===== src/rtl/pipe_hazard_ctrl_if.sv =====
// Hazard-control bundle between the pipeline datapath and the stall/flush
// sequencer. The slave side is the sequencer; the master side drives the
// hazard-detection inputs and observes the enables/flushes.
interface pipe_hazard_ctrl_if #(
    parameter int REG_W = 5
);
    logic [REG_W-1:0] id_rs_i;
    logic [REG_W-1:0] id_rt_i;
    logic             id_uses_rt_i;
    logic             ex_memread_i;
    logic [REG_W-1:0] ex_rd_i;
    logic             ex_mdu_i;
    logic             branch_taken_i;
    logic             stat_clr_i;

    logic             pc_write_o;
    logic             ifid_write_o;
    logic             idex_write_o;
    logic             exmem_write_o;
    logic             memwb_write_o;
    logic             ifid_flush_o;
    logic             idex_flush_o;
    logic             exmem_flush_o;
    logic             mdu_busy_o;
    logic [15:0]      stall_cnt_o;

    modport slave (
        input  id_rs_i, id_rt_i, id_uses_rt_i, ex_memread_i, ex_rd_i,
               ex_mdu_i, branch_taken_i, stat_clr_i,
        output pc_write_o, ifid_write_o, idex_write_o, exmem_write_o,
               memwb_write_o, ifid_flush_o, idex_flush_o, exmem_flush_o,
               mdu_busy_o, stall_cnt_o
    );

    modport master (
        output id_rs_i, id_rt_i, id_uses_rt_i, ex_memread_i, ex_rd_i,
               ex_mdu_i, branch_taken_i, stat_clr_i,
        input  pc_write_o, ifid_write_o, idex_write_o, exmem_write_o,
               memwb_write_o, ifid_flush_o, idex_flush_o, exmem_flush_o,
               mdu_busy_o, stall_cnt_o
    );
endinterface


===== src/rtl/pipe_hazard_ctrl.sv =====
// Stall/flush sequencer for the 5-stage pipeline: load-use bubbles,
// taken-branch flushes, multi-cycle MUL/DIV freeze of EX and a saturating
// stall-cycle counter for performance debug.
module pipe_hazard_ctrl #(
    parameter int REG_W   = 5,
    parameter int MDU_LAT = 4,   // total EX occupancy of a MUL/DIV, 2..15
    parameter int CNT_W   = 4    // must hold MDU_LAT-1
) (
    input  logic             clk_i,
    input  logic             rst_i,
    pipe_hazard_ctrl_if.slave bus
);
    typedef enum logic {
        S_RUN,
        S_MDU_WAIT
    } state_t;

    localparam logic [REG_W-1:0] ZERO_REG  = '0;
    localparam logic [CNT_W-1:0] CNT_START = CNT_W'(MDU_LAT - 1);
    localparam logic [CNT_W-1:0] CNT_ONE   = CNT_W'(1);

    state_t           r_state;
    state_t           w_state_next;
    logic [CNT_W-1:0] r_cnt;
    logic [CNT_W-1:0] w_cnt_next;
    logic [15:0]      r_stall_cnt;

    logic w_load_use;
    logic w_pc_write, w_ifid_write, w_idex_write, w_exmem_write, w_memwb_write;
    logic w_ifid_flush, w_idex_flush, w_exmem_flush, w_mdu_busy;

    // Load-use hazard: EX holds a load whose non-zero destination is read in ID.
    assign w_load_use = bus.ex_memread_i && (bus.ex_rd_i != ZERO_REG) &&
                        ((bus.ex_rd_i == bus.id_rs_i) ||
                         (bus.id_uses_rt_i && (bus.ex_rd_i == bus.id_rt_i)));

    // State and MDU down-counter register.
    always_ff @(posedge clk_i or posedge rst_i) begin
        if (rst_i) begin
            r_state <= S_RUN;
            r_cnt   <= '0;
        end else begin
            r_state <= w_state_next;
            r_cnt   <= w_cnt_next;
        end
    end

    // Next-state and enable/flush decode; reset forces every control low.
    always_comb begin
        w_state_next  = r_state;
        w_cnt_next    = r_cnt;
        w_pc_write    = 1'b1;
        w_ifid_write  = 1'b1;
        w_idex_write  = 1'b1;
        w_exmem_write = 1'b1;
        w_memwb_write = 1'b1;
        w_ifid_flush  = 1'b0;
        w_idex_flush  = 1'b0;
        w_exmem_flush = 1'b0;
        w_mdu_busy    = 1'b0;

        case (r_state)
            S_RUN: begin
                if (bus.ex_mdu_i) begin
                    // Freeze front of pipe, push bubbles behind the MDU op.
                    w_pc_write    = 1'b0;
                    w_ifid_write  = 1'b0;
                    w_idex_write  = 1'b0;
                    w_exmem_flush = 1'b1;
                    w_mdu_busy    = 1'b1;
                    w_state_next  = S_MDU_WAIT;
                    w_cnt_next    = CNT_START;
                end else if (bus.branch_taken_i) begin
                    w_ifid_flush = 1'b1;
                    w_idex_flush = 1'b1;
                end else if (w_load_use) begin
                    w_pc_write   = 1'b0;
                    w_ifid_write = 1'b0;
                    w_idex_flush = 1'b1;
                end
            end
            S_MDU_WAIT: begin
                if (r_cnt > CNT_ONE) begin
                    w_pc_write    = 1'b0;
                    w_ifid_write  = 1'b0;
                    w_idex_write  = 1'b0;
                    w_exmem_flush = 1'b1;
                    w_mdu_busy    = 1'b1;
                    w_cnt_next    = r_cnt - CNT_ONE;
                end else begin
                    // Release cycle: result leaves EX, nothing else evaluated.
                    w_state_next = S_RUN;
                    w_cnt_next   = '0;
                end
            end
            default: begin
                w_state_next = S_RUN;
                w_cnt_next   = '0;
            end
        endcase

        if (rst_i) begin
            w_pc_write    = 1'b0;
            w_ifid_write  = 1'b0;
            w_idex_write  = 1'b0;
            w_exmem_write = 1'b0;
            w_memwb_write = 1'b0;
            w_ifid_flush  = 1'b0;
            w_idex_flush  = 1'b0;
            w_exmem_flush = 1'b0;
            w_mdu_busy    = 1'b0;
        end
    end

    // Saturating count of cycles where the PC is held; clear wins.
    always_ff @(posedge clk_i or posedge rst_i) begin
        if (rst_i) begin
            r_stall_cnt <= '0;
        end else if (bus.stat_clr_i) begin
            r_stall_cnt <= '0;
        end else if (!w_pc_write && (r_stall_cnt != 16'hFFFF)) begin
            r_stall_cnt <= r_stall_cnt + 16'd1;
        end
    end

    assign bus.pc_write_o    = w_pc_write;
    assign bus.ifid_write_o  = w_ifid_write;
    assign bus.idex_write_o  = w_idex_write;
    assign bus.exmem_write_o = w_exmem_write;
    assign bus.memwb_write_o = w_memwb_write;
    assign bus.ifid_flush_o  = w_ifid_flush;
    assign bus.idex_flush_o  = w_idex_flush;
    assign bus.exmem_flush_o = w_exmem_flush;
    assign bus.mdu_busy_o    = w_mdu_busy;
    assign bus.stall_cnt_o   = r_stall_cnt;
endmodule


===== src/flat_wrapper.sv =====
// flat-port wrapper written by rule: the top's interface ports become plain ports
module pipe_hazard_ctrl_flat 
#(
    parameter int REG_W   = 5,
    parameter int MDU_LAT = 4,                                            
    parameter int CNT_W   = 4                          
)
  (clk_i, rst_i, bus_id_rs_i, bus_id_rt_i, bus_id_uses_rt_i, bus_ex_memread_i, bus_ex_rd_i, bus_ex_mdu_i, bus_branch_taken_i, bus_stat_clr_i, bus_pc_write_o, bus_ifid_write_o, bus_idex_write_o, bus_exmem_write_o, bus_memwb_write_o, bus_ifid_flush_o, bus_idex_flush_o, bus_exmem_flush_o, bus_mdu_busy_o, bus_stall_cnt_o);
  pipe_hazard_ctrl_if #(.REG_W(REG_W)) bus_i ();
  input  logic clk_i;
  input  logic rst_i;
  input wire logic [$bits(bus_i.id_rs_i)-1:0] bus_id_rs_i;
  input wire logic [$bits(bus_i.id_rt_i)-1:0] bus_id_rt_i;
  input wire logic [$bits(bus_i.id_uses_rt_i)-1:0] bus_id_uses_rt_i;
  input wire logic [$bits(bus_i.ex_memread_i)-1:0] bus_ex_memread_i;
  input wire logic [$bits(bus_i.ex_rd_i)-1:0] bus_ex_rd_i;
  input wire logic [$bits(bus_i.ex_mdu_i)-1:0] bus_ex_mdu_i;
  input wire logic [$bits(bus_i.branch_taken_i)-1:0] bus_branch_taken_i;
  input wire logic [$bits(bus_i.stat_clr_i)-1:0] bus_stat_clr_i;
  output wire logic [$bits(bus_i.pc_write_o)-1:0] bus_pc_write_o;
  output wire logic [$bits(bus_i.ifid_write_o)-1:0] bus_ifid_write_o;
  output wire logic [$bits(bus_i.idex_write_o)-1:0] bus_idex_write_o;
  output wire logic [$bits(bus_i.exmem_write_o)-1:0] bus_exmem_write_o;
  output wire logic [$bits(bus_i.memwb_write_o)-1:0] bus_memwb_write_o;
  output wire logic [$bits(bus_i.ifid_flush_o)-1:0] bus_ifid_flush_o;
  output wire logic [$bits(bus_i.idex_flush_o)-1:0] bus_idex_flush_o;
  output wire logic [$bits(bus_i.exmem_flush_o)-1:0] bus_exmem_flush_o;
  output wire logic [$bits(bus_i.mdu_busy_o)-1:0] bus_mdu_busy_o;
  output wire logic [$bits(bus_i.stall_cnt_o)-1:0] bus_stall_cnt_o;
  assign bus_i.id_rs_i = bus_id_rs_i;
  assign bus_i.id_rt_i = bus_id_rt_i;
  assign bus_i.id_uses_rt_i = bus_id_uses_rt_i;
  assign bus_i.ex_memread_i = bus_ex_memread_i;
  assign bus_i.ex_rd_i = bus_ex_rd_i;
  assign bus_i.ex_mdu_i = bus_ex_mdu_i;
  assign bus_i.branch_taken_i = bus_branch_taken_i;
  assign bus_i.stat_clr_i = bus_stat_clr_i;
  assign bus_pc_write_o = bus_i.pc_write_o;
  assign bus_ifid_write_o = bus_i.ifid_write_o;
  assign bus_idex_write_o = bus_i.idex_write_o;
  assign bus_exmem_write_o = bus_i.exmem_write_o;
  assign bus_memwb_write_o = bus_i.memwb_write_o;
  assign bus_ifid_flush_o = bus_i.ifid_flush_o;
  assign bus_idex_flush_o = bus_i.idex_flush_o;
  assign bus_exmem_flush_o = bus_i.exmem_flush_o;
  assign bus_mdu_busy_o = bus_i.mdu_busy_o;
  assign bus_stall_cnt_o = bus_i.stall_cnt_o;
  pipe_hazard_ctrl #(.REG_W(REG_W), .MDU_LAT(MDU_LAT), .CNT_W(CNT_W)) u_core (.clk_i(clk_i), .rst_i(rst_i), .bus(bus_i));
endmodule

===== config.mk =====
export PLATFORM = sky130hd
export DESIGN_NAME = pipe_hazard_ctrl_flat
export DESIGN_NICKNAME = d
export VERILOG_FILES = /design/src/rtl/pipe_hazard_ctrl_if.sv /design/src/rtl/pipe_hazard_ctrl.sv /design/src/flat_wrapper.sv
export SDC_FILE = /design/constraint.sdc
export NUM_CORES = 1
export LEC_CHECK = 0
export ABC_AREA = 1
export BUFFER_PORTS_ARGS = -buffer_cell sky130_fd_sc_hd__buf_2
export CAP_MARGIN = 30
export CORE_ASPECT_RATIO = 1.25
export CORE_UTILIZATION = 50
export CTS_CLUSTER_DIAMETER = 30
export DETAILED_ROUTE_END_ITERATION = 6
export PLACE_DENSITY = 0.77
export SETUP_SLACK_MARGIN = 0.4
export SYNTH_ARGS = -nofsm -noshare
export SYNTH_HDL_FRONTEND = slang
export SYNTH_SLANG_ARGS = --single-unit

===== constraint.sdc =====
create_clock -name clk_i -period 2.7 [get_ports clk_i]
set_input_delay 0.54 -clock clk_i [delete_from_list [all_inputs] [get_ports clk_i]]
set_output_delay 0.54 -clock clk_i [all_outputs]
set_load 0.05 [all_outputs]

==> impl_metrics.env, run 1 <==
export IMPL_antenna_cells=0
export IMPL_drt_iter0_markers=38
export IMPL_worst_slew_pin_slew_ps=866
export IMPL_firstDrtPassIters=4
export IMPL_critPathKind="register to output port"
export IMPL_antenna_found_initial=0
export IMPL_setup_ws_ps=428
export IMPL_wire_per_inst_um=11.8
export IMPL_start_kind="register"
export IMPL_start_util_pct=53.5
export IMPL_grt_pass1_vias=1469
export IMPL_areaGrowthSynthToFinish_pct=23.9
export IMPL_hold_path_class="primary input to async pin"
export IMPL_crit_fanout=3
export IMPL_ys_seq_area_share_pct=32.7
export IMPL_finalCritPeriodShare_pct=84.1
export IMPL_grt_usage_pct=23.4
export IMPL_clk_path_buf_depth=2
export IMPL_p_sw_share_pct=48.0
export IMPL_cts_clk_slew_worst_paths_ps=120
export IMPL_syn_area_um2=1610
export IMPL_p_sw_uw=629
export IMPL_syn_num_nets=256
export IMPL_rsz0062_at_grt="true"
export IMPL_insertion_delay_ps=310
export IMPL_cts_sinks=21
export IMPL_tns_ps=0
export IMPL_cts_root_buf="clkbuf_4"
export IMPL_die_area_um2=3440
export IMPL_report_final_slew_viol_count=0
export IMPL_final_cells=314
export IMPL_die_w_um=52.7
export IMPL_rows=22
export IMPL_post_place_ws_ps=386
export IMPL_synth_seq_cells=21
export IMPL_skew_ps=4.02
export IMPL_cts_tree="yes"
export IMPL_placedCellCount=305
export IMPL_vias_per_cell=5.13
export IMPL_totalWireLength_mm=3.69
export IMPL_die_y_um=65.4
export IMPL_critPathCaptureType="output port"
export IMPL_async_flop_share_pct=100
export IMPL_fin_util_pct=66.3
export IMPL_holdBufCountCts=0
export IMPL_core_area_um2=3000
export IMPL_vias=1611
export IMPL_globalplace_congestion=0.889
export IMPL_grt_first_pass_wirelength_mm=6.11
export IMPL_hold_viol=0
export IMPL_drv_cap=0
export IMPL_drive_above_1_share_pct=26.6
export IMPL_gr_total_overflow=0
export IMPL_ant_nets=0
export IMPL_port_buffer_count=46
export IMPL_power_internal_uw=682
export IMPL_pwr_share_seq_pct=31.4
export IMPL_arrival_ps=1730
export IMPL_nFillCells=282
export IMPL_yosysUniqueCellTypes=30
export IMPL_slew_headroom_pct=42.2
export IMPL_yosys_warnings=0
export IMPL_p_leak_nw=1.17
export IMPL_grt_max_degree=32
export IMPL_combinationalPowerShare_pct=56.7
export IMPL_hold_ws_ps=362
export IMPL_ir_drop_uv=506
export IMPL_fin_crit_ps=2270
export IMPL_p_per_area_nw_per_um2=659
export IMPL_fmax_mhz=440
export IMPL_numCtsBuffers=3
export IMPL_ios=47
export IMPL_required_ps=2160
export IMPL_htreeDepth=1
export IMPL_dpl_hpwl_mm=2.65
export IMPL_setup_violations=0
export IMPL_yosys_most_used_dff="dfrtp_1"
export IMPL_route_detailed_drc=0
export IMPL_num_nets_final=304
export IMPL_synthCells=231
export IMPL_synth_edff_count=0
export IMPL_synth_area_per_cell_um2=6.95
export IMPL_status="completed"
export IMPL_clkPwrFrac_pct=11.9
==> per-stage QoR <==
| step | area (um^2) | power (mW) |
|---|---|---|
| after floorplan | 1650 | 0.919 |
| after global placement | 1860 | 0.993 |
| after detailed placement | 1860 | 1.01 |
| after CTS | 1930 | 1.22 |
| after global routing | 1990 | 1.39 |
| final | 1990 | 1.31 |
==> registers in the layout (all words and copies together) (netlist names) <==
signal and flops:
u_core.bus.stall_cnt_o 16, u_core.r_state 1, u_core.r_cnt 4
==> path summary, 6_finish.rpt <==
kind | slack [ps] | cells after the start | to | start
worst max-delay path | 430 | 8 | bus_pc_write_o | u_core.r_cnt[0]$_DFFE_PP0P_
worst min-delay path | 360 | 3 | u_core.bus.stall_cnt_o[1]$_DFFE_PP0P_ | rst_i
worst max register to register | 740 | 9 | u_core.bus.stall_cnt_o[9]$_DFFE_PP0P_ | u_core.bus.stall_cnt_o[0]$_DFFE_PP0P_
worst min register to register | 570 | 2 | u_core.bus.stall_cnt_o[14]$_DFFE_PP0P_ | u_core.bus.stall_cnt_o[14]$_DFFE_PP0P_
max in group asynchronous | 2120 | 3 | u_core.bus.stall_cnt_o[14]$_DFFE_PP0P_ | rst_i
min in group clk_i | 500 | 3 | u_core.r_cnt[0]$_DFFE_PP0P_ | bus_ex_mdu_i
==> metal layers <==
layer	global-route usage (%)	wire length, um	vias up
li1	-	-	834
met1	27.8	1640	725
met2	41.5	1810	45
met3	3.01	178	7
met4	8.88	63	0
met5	0	0	-
==> final cells by class <==
type	count	area, um^2	share of cell area (%)
multi-input combinational	162	935	47.0
tap	36	45.0	2.26
sequential	21	526	26.4
inverter	39	150	7.55
clock buffer	4	26.3	1.32
timing repair buffer	52	308	15.5
==> worst max-delay path, stage by stage (launching register included) <==
cell and delay [ps]:
dfrtp_1 420, ha_1 210, o211ai_1 190, nand2_2 90, nand2_2 110, nor2_4 60
nand2_8 70, clkinvlp_4 110, buf_8 160
==> synth_stat cells, types with 4 or more instances <==
| cell | count | area (um^2) |
|---|---|---|
| nand2_1 | 60 | 225 |
| inv_1 | 38 | 143 |
| nand3_1 | 27 | 135 |
| dfrtp_1 | 21 | 526 |
| nor2_1 | 18 | 67.6 |
| nand4_1 | 17 | 106 |
| xor2_1 | 10 | 87.6 |
| o21ai_0 | 4 | 20.0 |
| xnor2_1 | 4 | 35.0 |
==> cell usage in the layout, fill, tap and decap left out, types with 2 or more instances in the layout <==
| master | n |
|---|---|
| nand4_1 | 17 |
| nor2_4 | 3 |
| buf_4 | 6 |
| nand2_2 | 2 |
| ha_1 | 2 |
| a21oi_1 | 2 |
| buf_2 | 42 |
| xnor2_1 | 4 |
| o21ai_0 | 4 |
| dfrtp_1 | 21 |
| inv_1 | 35 |
| buf_6 | 2 |
| nand2_1 | 59 |
| clkbuf_4 | 3 |
| nor2_1 | 17 |
| inv_2 | 3 |
| buf_8 | 2 |
| xor2_1 | 10 |
| nand3_1 | 26 |
==> power by group through the flow <==
stage          logic [mW]  clock network (mW)  registers (mW)
2_1_floorplan       0.456                   0           0.463
3_3_place_gp        0.578                   0           0.415
3_5_place_dp        0.590                   0           0.417
4_1_cts             0.653               0.156           0.409
5_1_grt             0.799               0.172           0.419
6_report            0.743               0.156           0.412
==> kinds of logic (layout without fill, tap and decap cells) <==
kind of cell	count (synthesis)	count (layout)	synth area share (%)
buffers and inverters	48	95	12.6
flip-flops	21	21	32.7
adder cells (fa/ha/maj)	3	3	2.34
AO/OA/AOI/OAI	12	12	4.60
AND/OR/NAND/NOR	133	133	40.1
XOR/XNOR	14	14	7.64
==> timing repair <==
item	4_1_cts	5_1_grt
pin swaps	2	2
setup buffers	3	2
endpoints found under the setup margin	3	5
cloned	0	0
gates resized for setup	5	13
Note: power is estimated with default switching activity, not from simulation.
==> run 2, diff against run 1 <==
--- a/config.mk
+++ b/config.mk
@@ -9,10 +9,10 @@
 export BUFFER_PORTS_ARGS = -buffer_cell sky130_fd_sc_hd__buf_2
 export CAP_MARGIN = 30
 export CORE_ASPECT_RATIO = 1.25
-export CORE_UTILIZATION = 50
+export CORE_UTILIZATION = 47
 export CTS_CLUSTER_DIAMETER = 30
 export DETAILED_ROUTE_END_ITERATION = 6
-export PLACE_DENSITY = 0.77
+export PLACE_DENSITY = 0.75
 export SETUP_SLACK_MARGIN = 0.4
 export SYNTH_ARGS = -nofsm -noshare
 export SYNTH_HDL_FRONTEND = slang
==> constraint.sdc (replaced) <==
create_clock -name clk_i -period 2 [get_ports clk_i]
set_input_delay 0.4 -clock clk_i [delete_from_list [all_inputs] [get_ports clk_i]]
set_output_delay 0.4 -clock clk_i [all_outputs]
set_load 0.05 [all_outputs]
==> impl_metrics.env, run 2 (synthesis gave the netlist of run 1 again) <==
export IMPL_numCtsBuffers=3
export IMPL_route_detailed_drc=0
export IMPL_dpl_cell_area_um2=2000
export IMPL_globalplace_congestion=0.871
export IMPL_rsz0062_at_grt="true"
export IMPL_grt_usage_pct=25.5
export IMPL_power_internal_mw=1.12
export IMPL_hold_path_class="primary input to async pin"
export IMPL_dpl_hpwl_mm=2.86
export IMPL_cts_root_buf="clkbuf_8"
export IMPL_required_ps=1600
export IMPL_htreeDepth=1
export IMPL_wire_per_inst_um=13.0
export IMPL_gr_total_overflow=0
export IMPL_vias_per_cell=5.23
export IMPL_num_nets_final=319
export IMPL_grt_max_degree=32
export IMPL_status="finished, violations left"
export IMPL_largest_reg_flops=16
export IMPL_layout_common_cells="54 x nand2_1, 40 x buf_2, 34 x inv_1, 17 x nand4_1, 16 x nor2_1"
export IMPL_p_per_area_nw_per_um2=882
export IMPL_die_area_um2=3650
export IMPL_start_kind="register"
export IMPL_drv_cap=0
export IMPL_ir_drop_uv=703
export IMPL_die_y_um=67.3
export IMPL_fin_util_pct=72.8
export IMPL_critPathCaptureType="output port"
export IMPL_drt_iter0_markers=49
export IMPL_slew_headroom_pct=72.8
export IMPL_vias=1725
export IMPL_drive_above_1_share_pct=41.6
export IMPL_final_common_cell="nand2_1"
export IMPL_nFillCells=254
export IMPL_power_total_mw=2.07
export IMPL_antenna_found_initial=0
export IMPL_core_area_um2=3220
export IMPL_report_final_slew_viol_count=0
export IMPL_pwr_share_seq_pct=27.5
export IMPL_hold_viol=0
export IMPL_p_sw_share_pct=46.1
export IMPL_violations="negative setup slack"
export IMPL_startpoint="u_core.r_cnt[0]$_DFFE_PP0P_"
export IMPL_p_sw_uw=954
export IMPL_totalWireLength_mm=4.28
export IMPL_setup_violations=4
export IMPL_fmax_mhz=484
export IMPL_p_leak_nw=1.26
export IMPL_critPathKind="register to output port"
export IMPL_final_cell_area_um2=2350
export IMPL_grt_first_pass_wirelength_mm=6.69
export IMPL_start_util_pct=49.8
export IMPL_clkPwrFrac_pct=13.9
export IMPL_insertion_delay_ps=270
export IMPL_cts_clk_slew_worst_paths_ps=80
export IMPL_tns_ps=-252
export IMPL_skew_ps=1.26
export IMPL_firstDrtPassIters=4
export IMPL_arrival_ps=1670
export IMPL_crit_fanout=5
export IMPL_fin_crit_ps=2070
export IMPL_finalCritPeriodShare_pct=103
export IMPL_areaGrowthSynthToFinish_pct=46.1
export IMPL_cts_sinks=21
export IMPL_rows=23
export IMPL_setup_ws_ps=-65.7
export IMPL_reg2reg_from="u_core.r_cnt[0]$_DFFE_PP0P_"
export IMPL_worst_slew_pin_slew_ps=408
export IMPL_grt_pass1_vias=1550
export IMPL_combinationalPowerShare_pct=58.5
export IMPL_antenna_cells=0
export IMPL_cts_tree="yes"
export IMPL_ios=47
export IMPL_clk_path_buf_depth=2
export IMPL_port_buffer_count=46
export IMPL_die_w_um=54.3
export IMPL_ant_nets=0
export IMPL_final_cells=330
export IMPL_placedCellCount=311
run 2: cell types whose count changed in the layout (fill, tap and decap cells not counted), moves of 3 or more:
cell      change
buf_12        +3
buf_4         +8
buf_6         +5
clkbuf_4      -3
clkbuf_8      +3
dfrtp_1       -9
dfrtp_2       +9
nand2_1       -5
nand2_2       +5
nand3_1      -14
nand3_2      +12
run 2: layer usage:
| layer | up-vias | part of all wire (%) | GRT usage (%) |
|---|---|---|---|
| li1 | 871 | - | - |
| met1 | 792 | 43 | 31.2 |
| met2 | 50 | 50 | 42.4 |
| met3 | 12 | 4.5 | 3.60 |
| met4 | 0 | 2.8 | 13.1 |
| met5 | - | 0 | 0 |
run 2: area by class of cell:
type | count | area, um^2 | area share (%)
multi-input combinational | 163 | 1090 | 46.5
tap | 37 | 46.3 | 1.97
clock buffer | 4 | 45.0 | 1.92
inverter | 39 | 154 | 6.56
sequential | 21 | 537 | 22.9
timing repair buffer | 66 | 474 | 20.2
run 2: worst paths after layout:
kind | slack [ps] | endpoint | cells after the start
worst min-delay path | 280 | u_core.bus.stall_cnt_o[9]$_DFFE_PP0P_ | 3
worst max register to register | 80 | u_core.bus.stall_cnt_o[14]$_DFFE_PP0P_ | 14
max in group asynchronous | 1530 | u_core.bus.stall_cnt_o[0]$_DFFE_PP0P_ | 3
worst min register to register | 550 | u_core.r_cnt[0]$_DFFE_PP0P_ | 1
min in group clk_i | 410 | u_core.r_cnt[0]$_DFFE_PP0P_ | 3
worst max-delay path | -70 | bus_mdu_busy_o | 7
run 2: power groups by stage:
stage                     Combinational, mW  Sequential [mW]  Clock (mW)
after floorplan                       0.658            0.641           0
after global placement                0.862            0.579           0
after detailed placement              0.875            0.581           0
after CTS                              1.14            0.561       0.298
after global routing                   1.30            0.579       0.309
final                                  1.21            0.570       0.288
run 2: worst max-delay path: stages, from the launching register on:
cell and delay [ps]:
dfrtp_2 410, inv_2 70, ha_4 160, o211ai_1 180, nand2_2 80, buf_4 160
a21oi_4 170, buf_6 180
run 2: metrics by stage:
| stage | hold slack [ps] | setup WS, ps |
|---|---|---|
| 3_3_place_gp | 443 | 166 |
| 2_1_floorplan | 354 | -352 |
| 6_report | 278 | -65.7 |
| 5_1_grt | 289 | -150 |
| 4_1_cts | 267 | -78.9 |
| 3_5_place_dp | 442 | 137 |
run 2: timing repair:
| action | 4_1_cts | 5_1_grt |
|---|---|---|
| hold buffers | 0 | 0 |
| cloned | 1 | 0 |
| endpoints found under the setup margin | 25 | 23 |
| pin swaps | 5 | 17 |
| setup buffers | 10 | 4 |
| resized for setup | 22 | 18 |
==> run 3, diff against run 2 <==
--- a/config.mk
+++ b/config.mk
@@ -5,14 +5,13 @@
 export SDC_FILE = /design/constraint.sdc
 export NUM_CORES = 1
 export LEC_CHECK = 0
-export ABC_AREA = 1
 export BUFFER_PORTS_ARGS = -buffer_cell sky130_fd_sc_hd__buf_2
 export CAP_MARGIN = 30
 export CORE_ASPECT_RATIO = 1.25
-export CORE_UTILIZATION = 47
+export CORE_UTILIZATION = 45
 export CTS_CLUSTER_DIAMETER = 30
 export DETAILED_ROUTE_END_ITERATION = 6
-export PLACE_DENSITY = 0.75
+export PLACE_DENSITY = 0.74
 export SETUP_SLACK_MARGIN = 0.4
 export SYNTH_ARGS = -nofsm -noshare
 export SYNTH_HDL_FRONTEND = slang
==> impl_metrics.env, run 3 <==
export IMPL_start_kind="register"
export IMPL_ant_nets=0
export IMPL_totalWireLength_mm=4.12
export IMPL_drv_cap=0
export IMPL_die_y_um=64.3
export IMPL_synthTopCellsByArea="dfrtp_1 38%, xnor2_1 7.5%, nor2_1 4.3%, a21oi_1 3.9%, o21ai_0 3.9%"
export IMPL_yosysUniqueCellTypes=40
export IMPL_gr_total_overflow=0
export IMPL_setup_ws_ps=-228
export IMPL_synth_edff_count=0
export IMPL_synth_common_cells="21 x dfrtp_1, 16 x nor2_1, 12 x xnor2_1"
export IMPL_grt_max_degree=23
export IMPL_cts_sinks=21
export IMPL_power_total_mw=2.12
export IMPL_hold_viol=0
export IMPL_path_buf_inv=3
export IMPL_route_detailed_drc=0
export IMPL_cts_root_buf="clkbuf_4"
export IMPL_layout_common_cells="38 x buf_2, 27 x buf_4, 14 x nor2_1, 13 x dfrtp_2"
export IMPL_die_w_um=51.9
export IMPL_ir_drop_uv=1010
export IMPL_grt_first_pass_wirelength_mm=6.14
export IMPL_required_ps=2200
export IMPL_critPathCaptureType="register"
export IMPL_synth_area_per_cell_um2=8.85
export IMPL_insertion_delay_ps=300
export IMPL_synth_top_area_cell="dfrtp_1"
export IMPL_synth_seq_cells=21
export IMPL_violations="negative setup slack"
export IMPL_ys_seq_area_share_pct=37.6
export IMPL_numCtsBuffers=3
export IMPL_drive_above_1_share_pct=56.6
export IMPL_cp_slowest_stage_delay_ps=400
export IMPL_crit_fanout=4
export IMPL_async_flop_share_pct=100
export IMPL_p_leak_nw=0.979
export IMPL_rsz0062_at_grt="true"
export IMPL_status="finished, violations left"
export IMPL_firstDrtPassIters=4
export IMPL_syn_area_um2=1400
export IMPL_arrival_ps=2430
export IMPL_placedCellCount=250
export IMPL_worst_slew_pin_slew_ps=429
export IMPL_ios=47
export IMPL_p_per_area_nw_per_um2=983
export IMPL_largest_reg_flops=16
export IMPL_vias_per_cell=5.58
export IMPL_die_area_um2=3340
export IMPL_yosys_warnings=0
export IMPL_tns_ps=-3770
export IMPL_skew_ps=2.97
export IMPL_dpl_cell_area_um2=1860
export IMPL_drt_iter0_markers=42
export IMPL_cts_tree="yes"
export IMPL_grt_usage_pct=24.4
export IMPL_cts_clk_slew_worst_paths_ps=120
export IMPL_worstPathCellList="inv_1, ha_2, or2_4, a31oi_4, buf_4, a2bb2oi_2, a21o_1, buf_6, nand3_1, mux2_2"
export IMPL_port_buffer_count=46
export IMPL_startpoint="u_core.r_cnt[0]$_DFFE_PP0P_"
export IMPL_globalplace_congestion=0.752
export IMPL_num_nets_final=261
export IMPL_finalCritPeriodShare_pct=111
export IMPL_post_place_ws_ps=-165
export IMPL_report_final_slew_viol_count=0
export IMPL_r2r_end="u_core.bus.stall_cnt_o[8]$_DFFE_PP0P_"
export IMPL_worst_r2r_cell_count=10
export IMPL_areaGrowthSynthToFinish_pct=53.9
export IMPL_r2r_slack_ps=-230
export IMPL_final_cell_area_um2=2150
export IMPL_fin_crit_ps=2230
export IMPL_fin_util_pct=73.1
export IMPL_slew_headroom_pct=71.4
export IMPL_synth_most_common_cell="dfrtp_1"
export IMPL_synth_top_area_share_pct=37.6
export IMPL_antenna_found_initial=0
export IMPL_yosys_most_used_dff="dfrtp_1"
export IMPL_synthCells=158
export IMPL_critPathKind="register to register"
export IMPL_syn_num_nets=183
export IMPL_rows=22
export IMPL_setup_violations=22
export IMPL_hold_ws_ps=42.4
export IMPL_final_common_cell="buf_2"
export IMPL_fmax_mhz=449
export IMPL_grt_pass1_vias=1449
export IMPL_dpl_hpwl_mm=2.74
export IMPL_clk_path_buf_depth=2
export IMPL_hold_path_class="primary input to async pin"
export IMPL_reg2reg_from="u_core.r_cnt[0]$_DFFE_PP0P_"
export IMPL_vias=1511
export IMPL_final_cells=271
export IMPL_wire_per_inst_um=15.2
export IMPL_htreeDepth=1
export IMPL_cpLargestDelayFamily="compound AO/OA/AOI/OAI gates"
export IMPL_antenna_cells=0
export IMPL_core_area_um2=2950
export IMPL_start_util_pct=47.5
export IMPL_crit_slowest_cell="dfrtp_1"
[run 3: changes by cell type in the layout (fill, tap and decap cells not counted), sizes merged, moves of 5 or more]
cell   delta
buf      +14
a21oi     +9
nand2    -53
nor2b     +5
o21ai     +7
xnor2     +8
xor2     -10
nand4    -14
inv      -32
nand3    -19
nor2      -5
[run 3: cell type report]
type                    count  area (um^2)
clock buffers               4         26.3
fillers                   211          792
inverters                   6         26.3
multi-input cells         124          937
flip-flops and latches     21          542
well taps                  36         45.0
repair buffers             80          577
[run 3: kinds of logic (layout without fill, tap and decap cells)]
logic type      count (synthesis)  in the layout  share of synthesized area [%]
compound gates                 36             36                           16.7
xor+xnor                       12             12                           7.51
fa+ha+maj                       3              3                           2.68
buf+inv                        13             90                           5.10
flops                          21             21                           37.6
mux                             4              4                           3.22
simple gates                   69             69                           27.2
[run 3: worst reg2reg max path, stage by stage (launching register included)]
cell and delay [ps]:
dfrtp_1 400, inv_1 60, ha_2 170, or2_4 240, a31oi_4 170, buf_4 140, a2bb2oi_2 180, a21o_1 240
buf_6 140, nand3_1 90, mux2_2 290
[run 3: worst max path at each step]
stage / cells after the start / slack, ps / endpoint
2_1_floorplan: 8 / -70 / u_core.bus.stall_cnt_o[6]$_DFFE_PP0P_
3_3_place_gp: 7 / -80 / u_core.bus.stall_cnt_o[7]$_DFFE_PP0P_
3_5_place_dp: 7 / -170 / u_core.bus.stall_cnt_o[7]$_DFFE_PP0P_
4_1_cts: 8 / -200 / bus_ifid_write_o
5_1_grt: 10 / -330 / u_core.bus.stall_cnt_o[8]$_DFFE_PP0P_
6_report: 10 / -230 / u_core.bus.stall_cnt_o[8]$_DFFE_PP0P_
[run 3: per-layer routing]
| metal | part of all wire, % | track usage, % | wire (um) | vias to the layer above |
|---|---|---|---|---|
| li1 | - | - | - | 711 |
| met5 | 0 | 0 | 0 | - |
| met3 | 7.3 | 4.52 | 299 | 6 |
| met2 | 53 | 45.0 | 2170 | 79 |
| met4 | 1.3 | 6.42 | 52 | 0 |
| met1 | 39 | 27.5 | 1600 | 715 |
[run 3: what timing repair did]
action,4_1_cts,5_1_grt
resized for setup,25,15
buffers inserted,9,8
hold buffers,0,0
gates cloned,0,0
setup endpoints to repair,23,25
pin swaps,11,8
[run 3: where the power goes]
part / internal [mW] / switching, mW
registers: 0.498 / 0.0717
clock network: 0.0778 / 0.132
logic: 0.621 / 0.716
total: 1.20 / 0.920
